$ cat src/rtl/gray_pattern_source.sv
// Gray-level test pattern source: frame/line timing plus ramp, checker and flat patterns.
// Optional PATTERN_MOTION_EN scrolls the ramp and checker patterns by frame_cnt.
module gray_pattern_source #(
  parameter logic [10:0] IMG_HDISP = 11'd640,
  parameter logic [10:0] IMG_VDISP = 11'd480,
  parameter logic [10:0] H_BLANK   = 11'd160,
  parameter logic [10:0] V_PRE     = 11'd2,
  parameter logic [10:0] V_POST    = 11'd20
) (
  input  logic       clk,
  input  logic       rst_n,
  input  logic       en,
  input  logic [1:0] mode,
  input  logic [7:0] level,
  output logic       per_frame_vsync,
  output logic       per_frame_href,
  output logic [7:0] per_img_Gray,
  output logic       frame_done,
  output logic [7:0] frame_cnt
);

  localparam logic [10:0] H_TOTAL = IMG_HDISP + H_BLANK;

  typedef enum logic [1:0] {
    IDLE,
    VPRE,
    ACTIVE,
    VPOST
  } state_t;

  state_t      r_state;
  logic [10:0] r_x;
  logic [10:0] r_y;
  logic [1:0]  r_mode;
  logic [7:0]  r_level;
  logic        r_vsync;
  logic        r_href;
  logic [7:0]  r_gray;
  logic        r_done;
  logic [7:0]  r_cnt;

  state_t      w_state;
  state_t      w_first;
  logic [10:0] w_x;
  logic [10:0] w_y;
  logic        w_line_end;
  logic        w_start;
  logic        w_end;
  logic        w_last_n;
  logic [7:0]  w_cnt_n;
  logic [1:0]  w_mode_n;
  logic [7:0]  w_level_n;
  logic        w_vsync_n;
  logic        w_href_n;
  logic [7:0]  w_xm;
  logic [7:0]  w_ym;
  logic [7:0]  w_gray_n;

  assign w_line_end = (r_x == H_TOTAL - 11'd1);
  assign w_first    = (V_PRE == 11'd0) ? ACTIVE : VPRE;

  // Next position and state; outputs are registered from these so they
  // line up with the state registers in the same cycle.
  always_comb begin
    w_state = r_state;
    w_x     = 11'd0;
    w_y     = r_y;
    w_start = 1'b0;
    w_end   = 1'b0;
    unique case (r_state)
      IDLE: begin
        w_y     = 11'd0;
        w_start = en;
      end
      VPRE: begin
        w_x = w_line_end ? 11'd0 : r_x + 11'd1;
        if (w_line_end) begin
          w_y = r_y + 11'd1;
          if (r_y == V_PRE - 11'd1) begin
            w_state = ACTIVE;
            w_y     = 11'd0;
          end
        end
      end
      ACTIVE: begin
        w_x = w_line_end ? 11'd0 : r_x + 11'd1;
        if (w_line_end) begin
          w_y = r_y + 11'd1;
          if (r_y == IMG_VDISP - 11'd1) begin
            if (V_POST == 11'd0) begin
              w_end = 1'b1;
            end else begin
              w_state = VPOST;
              w_y     = 11'd0;
            end
          end
        end
      end
      VPOST: begin
        w_x = w_line_end ? 11'd0 : r_x + 11'd1;
        if (w_line_end) begin
          w_y = r_y + 11'd1;
          if (r_y == V_POST - 11'd1)
            w_end = 1'b1;
        end
      end
    endcase
    if (w_end) begin
      w_start = en;
      w_state = IDLE;
      w_x     = 11'd0;
      w_y     = 11'd0;
    end
    if (w_start) begin
      w_state = w_first;
      w_x     = 11'd0;
      w_y     = 11'd0;
    end
  end

  assign w_last_n = (w_x == H_TOTAL - 11'd1) &&
                    (((w_state == VPOST) && (w_y == V_POST - 11'd1)) ||
                     ((w_state == ACTIVE) && (V_POST == 11'd0) &&
                      (w_y == IMG_VDISP - 11'd1)));

  assign w_cnt_n   = r_cnt + {7'd0, w_last_n};
  assign w_mode_n  = w_start ? mode : r_mode;
  assign w_level_n = w_start ? level : r_level;
  assign w_vsync_n = (w_state == VPRE) || (w_state == ACTIVE);
  assign w_href_n  = (w_state == ACTIVE) && (w_x < IMG_HDISP);

`ifdef PATTERN_MOTION_EN
  assign w_xm = w_x[7:0] + w_cnt_n;
  assign w_ym = w_y[7:0] + w_cnt_n;
`else
  assign w_xm = w_x[7:0];
  assign w_ym = w_y[7:0];
`endif

  always_comb begin
    w_gray_n = 8'h00;
    if (w_href_n) begin
      case (w_mode_n)
        2'd0:    w_gray_n = w_xm;
        2'd1:    w_gray_n = w_ym;
        2'd2:    w_gray_n = (w_xm[3] ^ w_y[3]) ? 8'hFF : 8'h00;
        default: w_gray_n = w_level_n;
      endcase
    end
  end

  always_ff @(posedge clk or negedge rst_n) begin
    if (!rst_n) begin
      r_state <= IDLE;
      r_x     <= 11'd0;
      r_y     <= 11'd0;
      r_mode  <= 2'd0;
      r_level <= 8'd0;
      r_vsync <= 1'b0;
      r_href  <= 1'b0;
      r_gray  <= 8'd0;
      r_done  <= 1'b0;
      r_cnt   <= 8'd0;
    end else begin
      r_state <= w_state;
      r_x     <= w_x;
      r_y     <= w_y;
      r_mode  <= w_mode_n;
      r_level <= w_level_n;
      r_vsync <= w_vsync_n;
      r_href  <= w_href_n;
      r_gray  <= w_gray_n;
      r_done  <= w_last_n;
      r_cnt   <= w_cnt_n;
    end
  end

  assign per_frame_vsync = r_vsync;
  assign per_frame_href  = r_href;
  assign per_img_Gray    = r_gray;
  assign frame_done      = r_done;
  assign frame_cnt       = r_cnt;

endmodule

$ cat config.mk
export PLATFORM = sky130hd
export DESIGN_NAME = gray_pattern_source
export DESIGN_NICKNAME = d
export VERILOG_FILES = /design/src/rtl/gray_pattern_source.sv
export SDC_FILE = /design/constraint.sdc
export NUM_CORES = 1
export LEC_CHECK = 0
export CAP_MARGIN = 20
export CORE_ASPECT_RATIO = 1.4
export CORE_MARGIN = 10
export CORE_UTILIZATION = 60
export DETAILED_ROUTE_END_ITERATION = 7
export PLACE_DENSITY = 0.95
export REMOVE_ABC_BUFFERS = 1
export SLEW_MARGIN = 20
export SYNTH_ARGS = -nofsm -noshare
export SYNTH_HDL_FRONTEND = slang
export SYNTH_SLANG_ARGS = --single-unit
$ cat constraint.sdc
create_clock -name clk -period 5.35 [get_ports clk]
set_input_delay 1.07 -clock clk [delete_from_list [all_inputs] [get_ports clk]]
set_output_delay 1.07 -clock clk [all_outputs]
set_load 0.01 [all_outputs]
==> summary.md, run 1 <==
| Metric | Value |
|---|---|
| First-pass GRT wire length | `11,000 um` |
| Clock Path Buffers | `2` |
| Count of cell types in the netlist | `52` |
| Hold_ws | `478 ps` |
| Post-CTS Setup Repair Bufs | `0` |
| Chip Width | `around 78 um` |
| Worst-case vdd ir drop | `209 uV` |
| Post-synth EDFFs | `0` |
| Most common cell after layout, fill and taps aside | `dfrtp_1` |
| Final period util | `0.767` |
| Hold bufs inserted after CTS | `0` |
| # setup viols final | `0` |
| Post-CTS sizing | `0` |
| DP Worst Slack | `just under 1000 ps` |
| Max_cap viols | `0` |
| Cell Area, Synth | `0.00278 mm^2` |
| Final WS setup | `1250 ps` |
| Grt total ovfl | `0` |
| Initial antenna violation count | `0` |
| Synth Flop Type | `dfrtp_1` |
| Fin util | `0.719` |
| Layout area overhead | `16.2%` |
| Total power | `about 0.00064 W` |
| Core Box Area | `approximately 0.0045 mm^2` |
| I/O pin total | `32` |
| Startpoint types | `primary input` |
| Via density | `6.11` |
| Vias in the first global route | `2,274` |
| H-tree depth | `2` |
| Final setup TNS | `0 ps` |
| FMAX | `0.244 GHz` |
| Seq/Total Area, Yosys | `0.476` |
| Die Y | `101 um` |
| Drt wl/cell | `18.1 um` |
| Share of synthesized registers carrying an async set or reset | `1.00` |
| Setup CP Type | `primary input to flop` |
| Critical Path Start | `en` |
| Ratio of cells with drive above 1 in the final layout | `0.105` |
| Clock root cell | `clkbuf_8` |
| Detailed Route WL | `6480 um` |
| Pwr dens | `199 mW/mm^2` |
| Post-synthesis instance total | `between 200 and 300` |
| RSZ-0062 raised after global routing | `no` |
| Clock sinks | `53` |
| Pin count of the biggest net entering global routing | `54` |
| CP Max Fanout | `11` |
| Die area | `0.00780 mm^2` |
| Worst-Skew Late Latency | `about 320 ps` |
| Detailed-router iteration count before antenna repair | `4` |
| Reg clk slew, reported paths | `approximately 90 ps` |
| Routed via count | `2,186` |
| Max-slew violations | `0` |
| Final hold vios | `0` |
| RePlAce Congestion | `0.906` |
| Fin crit period | `4100 ps` |
| WP data arrival | `4300 ps` |
| Rows | `29` |
| GRT Total Usage | `0.174` |
| Initial core utilization | `0.619` |
| Worst slew pin tran | `909 ps` |
| Commonest non-fill, non-tap cells in the layout | `dfrtp_1, nor2_1, clkdlybuf4s50_1, xnor2_1, nor3_1` |
| Antenna Cells | `0` |
| Syn_area_per_cell | `10.6 um^2` |
| Num CTS Buffers | `5` |
| Post-DP HPWL | `4760 um` |
| P_leak | `1.49 nW` |
| Status | `complete, no violations` |
| Iter 0 DRT Violations | `106` |
| Final nets | `321` |
| Routed Antenna Nets | `0` |
| Element type at the critical path end | `flop` |
| CTS tree | `done` |
| R2R Path Start | `r_x[0]` |
| # port buffers | `31` |
| Max-slew headroom | `0.394` |
| Hold_sp | `frame_cnt[7]` |
| YS warnings | `0` |
| DRC Markers | `0` |
| Seq cells post-synth | `53` |
| CP required | `5550 ps` |
| Hold Path Class | `flop to flop` |
| Clock Skew | `14.7 ps` |
cell usage after synthesis (4+ instances only):
cell	number	area share
ha_1	13	0.058
nand4_1	7	0.016
and3_1	4	0.0090
nor4_1	5	0.011
o21ai_0	5	0.0090
nand3_1	10	0.018
xor2_1	11	0.035
nor3_1	14	0.025
nor2_1	32	0.043
inv_1	8	0.011
a31oi_1	4	0.0090
dfrtp_1	53	0.48
o22ai_1	7	0.016
nand2_1	11	0.015
and4_1	4	0.013
mux2_2	8	0.032
xnor2_1	14	0.044
a21oi_1	4	0.0072
and2_1	5	0.011
power by group:
| part | internal (W) | switching (W) |
|---|---|---|
| logic | 0.00000766 | 0.00000896 |
| registers | 0.000400 | 0 |
| clock network | 0.0000919 | 0.000134 |
final timing paths:
kind	to	slack (ps)	depth (start not counted)
max in group asynchronous	frame_cnt[3]	4140	1
min	frame_cnt[7]	480	1
min in group asynchronous	r_x[5]	770	1
max reg2reg	frame_cnt[7]	1260	15
min reg2reg	frame_cnt[7]	480	1
max	frame_cnt[7]	1250	14
per-stage QoR:
stage	cells	area (um^2)
after floorplan	256	2750
after global placement	349	3130
after detailed placement	349	3130
after CTS	357	3220
after global routing	358	3230
final	358	3230
critical path, stage by stage:
cell and delay [ps]:
clkdlybuf4s50_1 550, nand4_1 120, nor4_2 180, a22oi_2 290
o21ai_0 270, ha_1 220, nand4b_1 90, nor4_1 180
nand4_1 140, nor4b_1 460, ha_1 250, and3_1 220
nand3_1 110, xnor2_1 130
layout make-up:
cell class,instances,area [um^2]
Timing Repair Buffer,32,315
Clock buffer,5,68.8
Sequential cell,53,1330
Fill cell,329,1260
Clock inverter,3,22.5
Tap cell,62,77.6
Inverter,10,37.5
Multi-Input combinational cell,193,1390
state kept, by name (all words and copies together) (netlist names):
signal,count
r_mode,2
per_frame_vsync,1
r_level,8
r_x,11
r_state,2
frame_done,1
frame_cnt,8
per_frame_href,1
r_y,11
per_img_Gray,8
routing by layer:
| metal | vias up | global-route usage | wire length, um |
|---|---|---|---|
| met3 | 20 | 0.0420 | 352 |
| met4 | 0 | 0.0789 | 221 |
| met1 | 1086 | 0.182 | 2440 |
| met2 | 74 | 0.321 | 3470 |
| met5 | - | 0 | 0 |
| li1 | 1006 | - | - |
kinds of logic after synthesis:
family / after synthesis / share of synthesized area
flops: 53 / 0.476
fa+ha+maj: 13 / 0.0584
compound gates: 35 / 0.0953
buf+inv: 16 / 0.0256
mux: 11 / 0.0521
xor+xnor: 25 / 0.0787
simple gates: 109 / 0.213
No activity file was read; power rests on OpenSTA's default activity.
==> run 2, diff against run 1 <==
--- a/config.mk
+++ b/config.mk
@@ -8,9 +8,9 @@
 export CAP_MARGIN = 20
 export CORE_ASPECT_RATIO = 1.4
 export CORE_MARGIN = 10
-export CORE_UTILIZATION = 60
+export CORE_UTILIZATION = 50
 export DETAILED_ROUTE_END_ITERATION = 7
-export PLACE_DENSITY = 0.95
+export PLACE_DENSITY = 0.86
 export REMOVE_ABC_BUFFERS = 1
 export SLEW_MARGIN = 20
 export SYNTH_ARGS = -nofsm -noshare
==> constraint.sdc (replaced) <==
create_clock -name clk -period 3.7 [get_ports clk]
set_input_delay 0.74 -clock clk [delete_from_list [all_inputs] [get_ports clk]]
set_output_delay 0.74 -clock clk [all_outputs]
set_load 0.01 [all_outputs]
==> run 2 against run 1 <==
  * Die area increased by 15%
  * Routed wire length fell by 0.19%
  * Critical path depth increased by 2
  * Clock skew fell by 8.5 ps
  * Final cell count is 6.4% higher
  * Via count shrank 0.32%
  * Utilization shrank 9.7 points
  * First-iteration DRC count fell by 23%
  * Sequential power grew 45%
==> summary.md, run 2 (same netlist as run 1, synthesis figures left out) <==
| Metric | Value |
|---|---|
| Status | `complete, no violations` |
| Final hold vios | `0 (unchanged)` |
| Fin crit period | `3420 ps` |
| Final instance area | `0.00339 mm^2 (+4.7%)` |
| Hold bufs inserted after CTS | `0 (unchanged)` |
| Post-DP HPWL | `4990 um (+4.9%)` |
| Detailed-router iteration count before antenna repair | `4 (unchanged)` |
| Hold Path Sink | `frame_cnt[7]` |
| Via density | `5.72 (-6.3%)` |
| H-tree depth | `2 (unchanged)` |
| Element type at the critical path end | `flop` |
| Multi-input gate area | `0.00141 mm^2 (+1.6%)` |
| FMAX | `0.292 GHz` |
| Reg2reg end | `frame_cnt[6]` |
| Clock Path Buffers | `2 (unchanged)` |
| Grt total ovfl | `0 (unchanged)` |
| Die area | `0.00900 mm^2 (+15%)` |
| Commonest non-fill, non-tap cells in the layout | `dfrtp_1, nor2_1, clkdlybuf4s50_1, buf_4, xnor2_1` |
| Max_cap viols | `0 (unchanged)` |
| Critical Path Start | `r_x[0]` |
| Pwr dens | `273 mW/mm^2 (+37%)` |
| Core Box Area | `0.00545 mm^2 (+21%)` |
| GRT Total Usage | `0.145 (-0.0294)` |
| Initial core utilization | `0.511 (-0.107)` |
| Startpoint types | `flop` |
| CP Max Fanout | `6 (-5)` |
| Largest registers | `r_x (11), r_y (11)` |
| Worst-case vdd ir drop | `267 uV (+28%)` |
| CP required | `3900 ps (-1650 ps)` |
| Setup CP Type | `flop to flop` |
| I/O pin total | `32 (unchanged)` |
| P_leak | `1.57 nW (+5.7%)` |
| # setup viols final | `0 (unchanged)` |
| Initial antenna violation count | `0 (unchanged)` |
| Rows | `32 (+10%)` |
| Hold Crit Depth | `1 (unchanged)` |
| Final period util | `0.925` |
| Antenna Cells | `0 (unchanged)` |
| Routed Antenna Nets | `0 (unchanged)` |
| Layout area overhead | `21.6%` |
| Final non-filler cell total | `381 (+6.4%)` |
| Ratio of cells with drive above 1 in the final layout | `0.163 (+0.0582)` |
| Max-slew headroom | `0.448 (+0.0540)` |
| RePlAce Congestion | `0.937 (+3.4%)` |
| Routed via count | `2,179 (-0.32%)` |
| Placed cells | `371 (+6.3%)` |
| Pin count of the biggest net entering global routing | `39 (-28%)` |
| Clock root cell | `clkbuf_8` |
| Max-slew violations | `0 (unchanged)` |
| Most common cell after layout, fill and taps aside | `dfrtp_1` |
| Register area | `0.00133 mm^2 (unchanged)` |
| Met3 Usage GRT | `0.0278 (-0.0141)` |
| Clock sinks | `53 (unchanged)` |
| Final nets | `338 (+5.3%)` |
| Worst-Skew Late Latency | `300 ps (-20 ps)` |
| Cells on worst reg2reg path | `16 (+1)` |
| # port buffers | `31 (unchanged)` |
| WP data arrival | `3620 ps (-680 ps)` |
| Detailed Route WL | `6470 um (-0.19%)` |
| Vias in the first global route | `2,262 (-0.53%)` |
| Chip Width | `83.1 um (+7.1%)` |
| Hold_sp | `frame_cnt[7]` |
| Top Usage Layer GRT | `met2` |
| Reg clk slew, reported paths | `100 ps (about the same)` |
| M1 GR Usage | `0.150 (-0.0320)` |
| R2r setup slk | `280 ps (-980 ps)` |
| Worst slew pin tran | `828 ps (-81.0 ps)` |
| Global Route met2 Usage | `0.273 (-0.0474)` |
| R2R Path Start | `r_x[0]` |
| DRC Markers | `0 (unchanged)` |
| Hold Path Class | `flop to flop` |
| Clock Skew | `6.17 ps (-8.50 ps)` |
| Fill cells | `455 (+38%)` |
| Total power | `0.000925 W (+44%)` |
| Die Y | `108 um (+7.6%)` |
| Num CTS Buffers | `5 (unchanged)` |
| Drt wl/cell | `17.0 um (-6.2%)` |
| CTS tree | `done` |
| First-pass GRT wire length | `10,900 um (-1.6%)` |
| Iter 0 DRT Violations | `82 (-23%)` |
| Placed Area | `0.00326 mm^2 (+4.1%)` |
| Fin util | `0.622 (-0.0971)` |
==> run 2: metal layers <==
metal / share of wire / wire length (um) / vias to the layer above
met4: 0.027 / 172 / 0
met2: 0.54 / 3500 / 60
met3: 0.038 / 245 / 16
met1: 0.39 / 2550 / 1059
met5: 0 / 0 / -
li1: - / - / 1044
==> run 2: worst max path at each step <==
stage,endpoint,cells past startpoint
after floorplan,frame_cnt[5],15
after global placement,frame_cnt[7],12
after detailed placement,frame_cnt[5],15
after CTS,frame_cnt[5],16
after global routing,frame_cnt[7],17
final,frame_cnt[6],16
==> run 2: power by group <==
group	switching (W)	internal (W)	total (W)	leakage (nW)
clock	0.000187	0.000134	0.000321	0.0374
sequential	0	0.000579	0.000579	0.721
combinational	0.0000134	0.0000115	0.0000249	0.817
total	0.000201	0.000724	0.000925	1.57
==> run 2: cell type report <==
class                           instances  share of cell area
Multi-Input combinational cell        193               0.416
Sequential cell                        53               0.392
Timing Repair Buffer                   49               0.130
Tap cell                               68              0.0251
Clock buffer                            6              0.0214
Inverter                               10              0.0111
Clock inverter                          2             0.00443
==> run 2: worst max-delay path: stages, from the launching register on <==
cell and delay (ps):
dfrtp_1 410, ha_1 240, nand4_1 230, nor3_4 330
a41o_1 220, a21oi_1 80, nor3_2 160, ha_1 200
nand4b_1 90, nor4_1 180, nand4_1 150, nor4b_2 260
buf_4 160, ha_1 150, ha_1 200, nand3_1 110
xnor2_1 150
==> run 2: per-stage QoR <==
| step | setup TNS (ps) | hold WS [ps] | setup WS [ps] |
|---|---|---|---|
| final | 0 | 479 | 276 |
| after floorplan | 0 | 444 | 365 |
| after detailed placement | 0 | 470 | 96.0 |
| after global routing | -22.9 | 518 | -18.8 |
| after CTS | 0 | 483 | 91.8 |
| after global placement | 0 | 464 | 170 |
==> run 2: repair_timing <==
action,CTS,global route
setup buffers,0,2
setup endpoints to repair,0,6
gates resized for setup,0,5
==> run 3, diff against run 2 <==
--- a/config.mk
+++ b/config.mk
@@ -8,9 +8,10 @@
 export CAP_MARGIN = 20
 export CORE_ASPECT_RATIO = 1.4
 export CORE_MARGIN = 10
-export CORE_UTILIZATION = 50
+export CORE_UTILIZATION = 40
 export DETAILED_ROUTE_END_ITERATION = 7
-export PLACE_DENSITY = 0.86
+export HOLD_SLACK_MARGIN = 0.06
+export PLACE_DENSITY = 0.73
 export REMOVE_ABC_BUFFERS = 1
 export SLEW_MARGIN = 20
 export SYNTH_ARGS = -nofsm -noshare
==> run 3 against run 2 <==
  * Final cell count increased by 6.3%
  * Count of clock-buffer cells in the layout unchanged
  * First-iteration DRC count increased by 73%
  * Non-clock buffer count unchanged
  * Clock skew increased by 1.1 ps
  * Total power increased by 1.9%
  * Clock power increased by 5%
  * Register-to-register slack improved by 30 ps
  * Utilization decreased by 11 points
  * Hold slack got worse by 100 ps
  * Critical path depth decreased by 1
  * Highest routed layer unchanged
  * Sequential power about the same
==> summary.md, run 3 (same netlist as run 1, synthesis figures left out) <==
| Metric | Value |
|---|---|
| GRT Total Usage | `0.121 (-0.0241)` |
| Final hold vios | `0 (unchanged)` |
| Multi-input gate area | `0.00141 mm^2 (about the same)` |
| Element type at the critical path end | `flop` |
| Hold Path Class | `primary input to asynchronous set/reset pin` |
| Final nets | `338 (unchanged)` |
| I/O pin total | `32 (unchanged)` |
| Register area | `0.00133 mm^2 (unchanged)` |
| Slowest CP cell | `dfrtp_1` |
| Ratio of cells with drive above 1 in the final layout | `0.166 (+0.00319)` |
| CP Buf/Inv Count | `3 (+2)` |
| RePlAce Congestion | `0.880 (-6.1%)` |
| Reg clk slew, reported paths | `90 ps (about the same)` |
| Die Y | `119 um (+9.6%)` |
| Status | `complete, no violations` |
| H-tree depth | `2 (unchanged)` |
| Detailed Route WL | `6360 um (-1.7%)` |
| Setup CP Type | `flop to flop` |
| Max_cap viols | `0 (unchanged)` |
| Iter 0 DRT Violations | `142 (+73%)` |
| Post-DP HPWL | `4950 um (-0.78%)` |
| # setup viols final | `0 (unchanged)` |
| # port buffers | `31 (unchanged)` |
| Core Box Area | `0.00670 mm^2 (+23%)` |
| CP Max Fanout | `10 (+4)` |
| P_leak | `1.59 nW (+1.1%)` |
| Final WS setup | `310 ps (+34.6 ps)` |
| Routed Antenna Nets | `0 (unchanged)` |
| CTS tree | `done` |
| Drt wl/cell | `15.7 um (-7.6%)` |
| FMAX | `0.295 GHz (+1.0%)` |
| Final non-filler cell total | `405 (+6.3%)` |
| Via density | `5.28 (-7.6%)` |
| Startpoint types | `flop` |
| Fin crit period | `3390 ps (-34.6 ps)` |
| DP Worst Slack | `122 ps (+25.7 ps)` |
| Clock Path Buffers | `2 (unchanged)` |
| CP required | `3900 ps (about the same)` |
| Clock Skew | `7.31 ps (+1.14 ps)` |
| Routed via count | `2,140 (-1.8%)` |
| Crit-path max cell delay | `420 ps (about the same)` |
| Layout area overhead | `23.1%` |
| Antenna Cells | `0 (unchanged)` |
| Initial core utilization | `0.415 (-0.0958)` |
| Crit path max-delay family | `simple AND/OR/NAND/NOR gates` |
| Final setup TNS | `0 ps (unchanged)` |
| Clock root cell | `clkbuf_8` |
| DRC Markers | `0 (unchanged)` |
| Initial antenna violation count | `0 (unchanged)` |
| Die area | `0.0107 mm^2 (+19%)` |
| Most common cell after layout, fill and taps aside | `dfrtp_1` |
| Detailed-router iteration count before antenna repair | `4 (unchanged)` |
| First-pass GRT wire length | `10,800 um (-0.51%)` |
| Placed cells | `396 (+6.7%)` |
| Fill cells | `588 (+29%)` |
| Clock sinks | `53 (unchanged)` |
| Num CTS Buffers | `5 (unchanged)` |
| Worst slew pin tran | `510 ps (-318 ps)` |
| Worst-Skew Late Latency | `310 ps (about the same)` |
| Chip Width | `90.5 um (+9.0%)` |
| Final period util | `0.916 (-0.00935)` |
| Vias in the first global route | `2,227 (-1.5%)` |
| Grt total ovfl | `0 (unchanged)` |
| Pwr dens | `275 mW/mm^2 (+0.66%)` |
| Pin count of the biggest net entering global routing | `33 (-15%)` |
| RSZ-0062 raised after global routing | `no` |
| Commonest non-fill, non-tap cells in the layout | `dfrtp_1, nor2_1, clkdlybuf4s50_1, buf_4, xnor2_1` |
| Fin util | `0.511 (-0.110)` |
| Total power | `0.000942 W (+1.9%)` |
| Worst-case vdd ir drop | `233 uV (-13%)` |
| Max-slew violations | `0 (unchanged)` |
| WP data arrival | `3590 ps (-30 ps)` |
| Rows | `35 (+9.4%)` |
| Crit-path cells | `ha_1 -> nand4_1 -> nor3_4 -> buf_4 -> or2_2 -> buf_4 -> nor2_1 -> nor4_2 -> nand4_1 -> nor4b_2 -> buf_4 -> ha_1 -> ha_1 -> nand3_1 -> xnor2_1` |
| Largest registers | `r_x (11), r_y (11)` |
| Max-slew headroom | `0.659 (+0.211)` |
| Hold bufs inserted after CTS | `0 (unchanged)` |
run 3: repair_timing:
| item | CTS | global route |
|---|---|---|
| buffers inserted | 0 | 1 |
| endpoints found under the setup margin | 0 | 8 |
| gates resized for setup | 0 | 5 |
run 3: report_power, final:
part / internal [W] / switching [W]
Combinational: 0.0000114 / 0.0000132
Sequential: 0.000579 / 0
Clock: 0.000152 / 0.000187
Total: 0.000742 / 0.000200
run 3: stage by stage:
stage | hold slack [ps] | instance area [um^2]
final | 377 | 3430
after global routing | 409 | 3430
after CTS | 391 | 3390
after detailed placement | 489 | 3300
after global placement | 475 | 3300
after floorplan | 444 | 2750
run 3: area by class of cell:
| type | count | area share |
|---|---|---|
| inverter | 10 | 0.0110 |
| tap | 92 | 0.0336 |
| clock buffer | 6 | 0.0241 |
| clock inverter | 2 | 0.00402 |
| multi-input combinational | 193 | 0.412 |
| timing repair buffer | 49 | 0.129 |
| sequential | 53 | 0.387 |
run 3: routing by layer:
layer | GRT usage | part of all wire | vias up
met3 | 0.0241 | 0.039 | 14
met1 | 0.133 | 0.40 | 1036
li1 | - | - | 1042
met5 | 0 | 0 | -
met2 | 0.214 | 0.53 | 48
met4 | 0.0589 | 0.033 | 0
run 3: final timing paths:
check                      slack, ps    startpoint  cells after the start      endpoint
max                              310        r_x[0]                     15  frame_cnt[4]
min                              380         rst_n                      1        r_x[3]
max reg2reg                      310        r_x[0]                     15  frame_cnt[4]
min reg2reg                      490  frame_cnt[7]                      1  frame_cnt[7]
max in group asynchronous       2540         rst_n                      2    frame_done
min in group clk                 490  frame_cnt[7]                      1  frame_cnt[7]
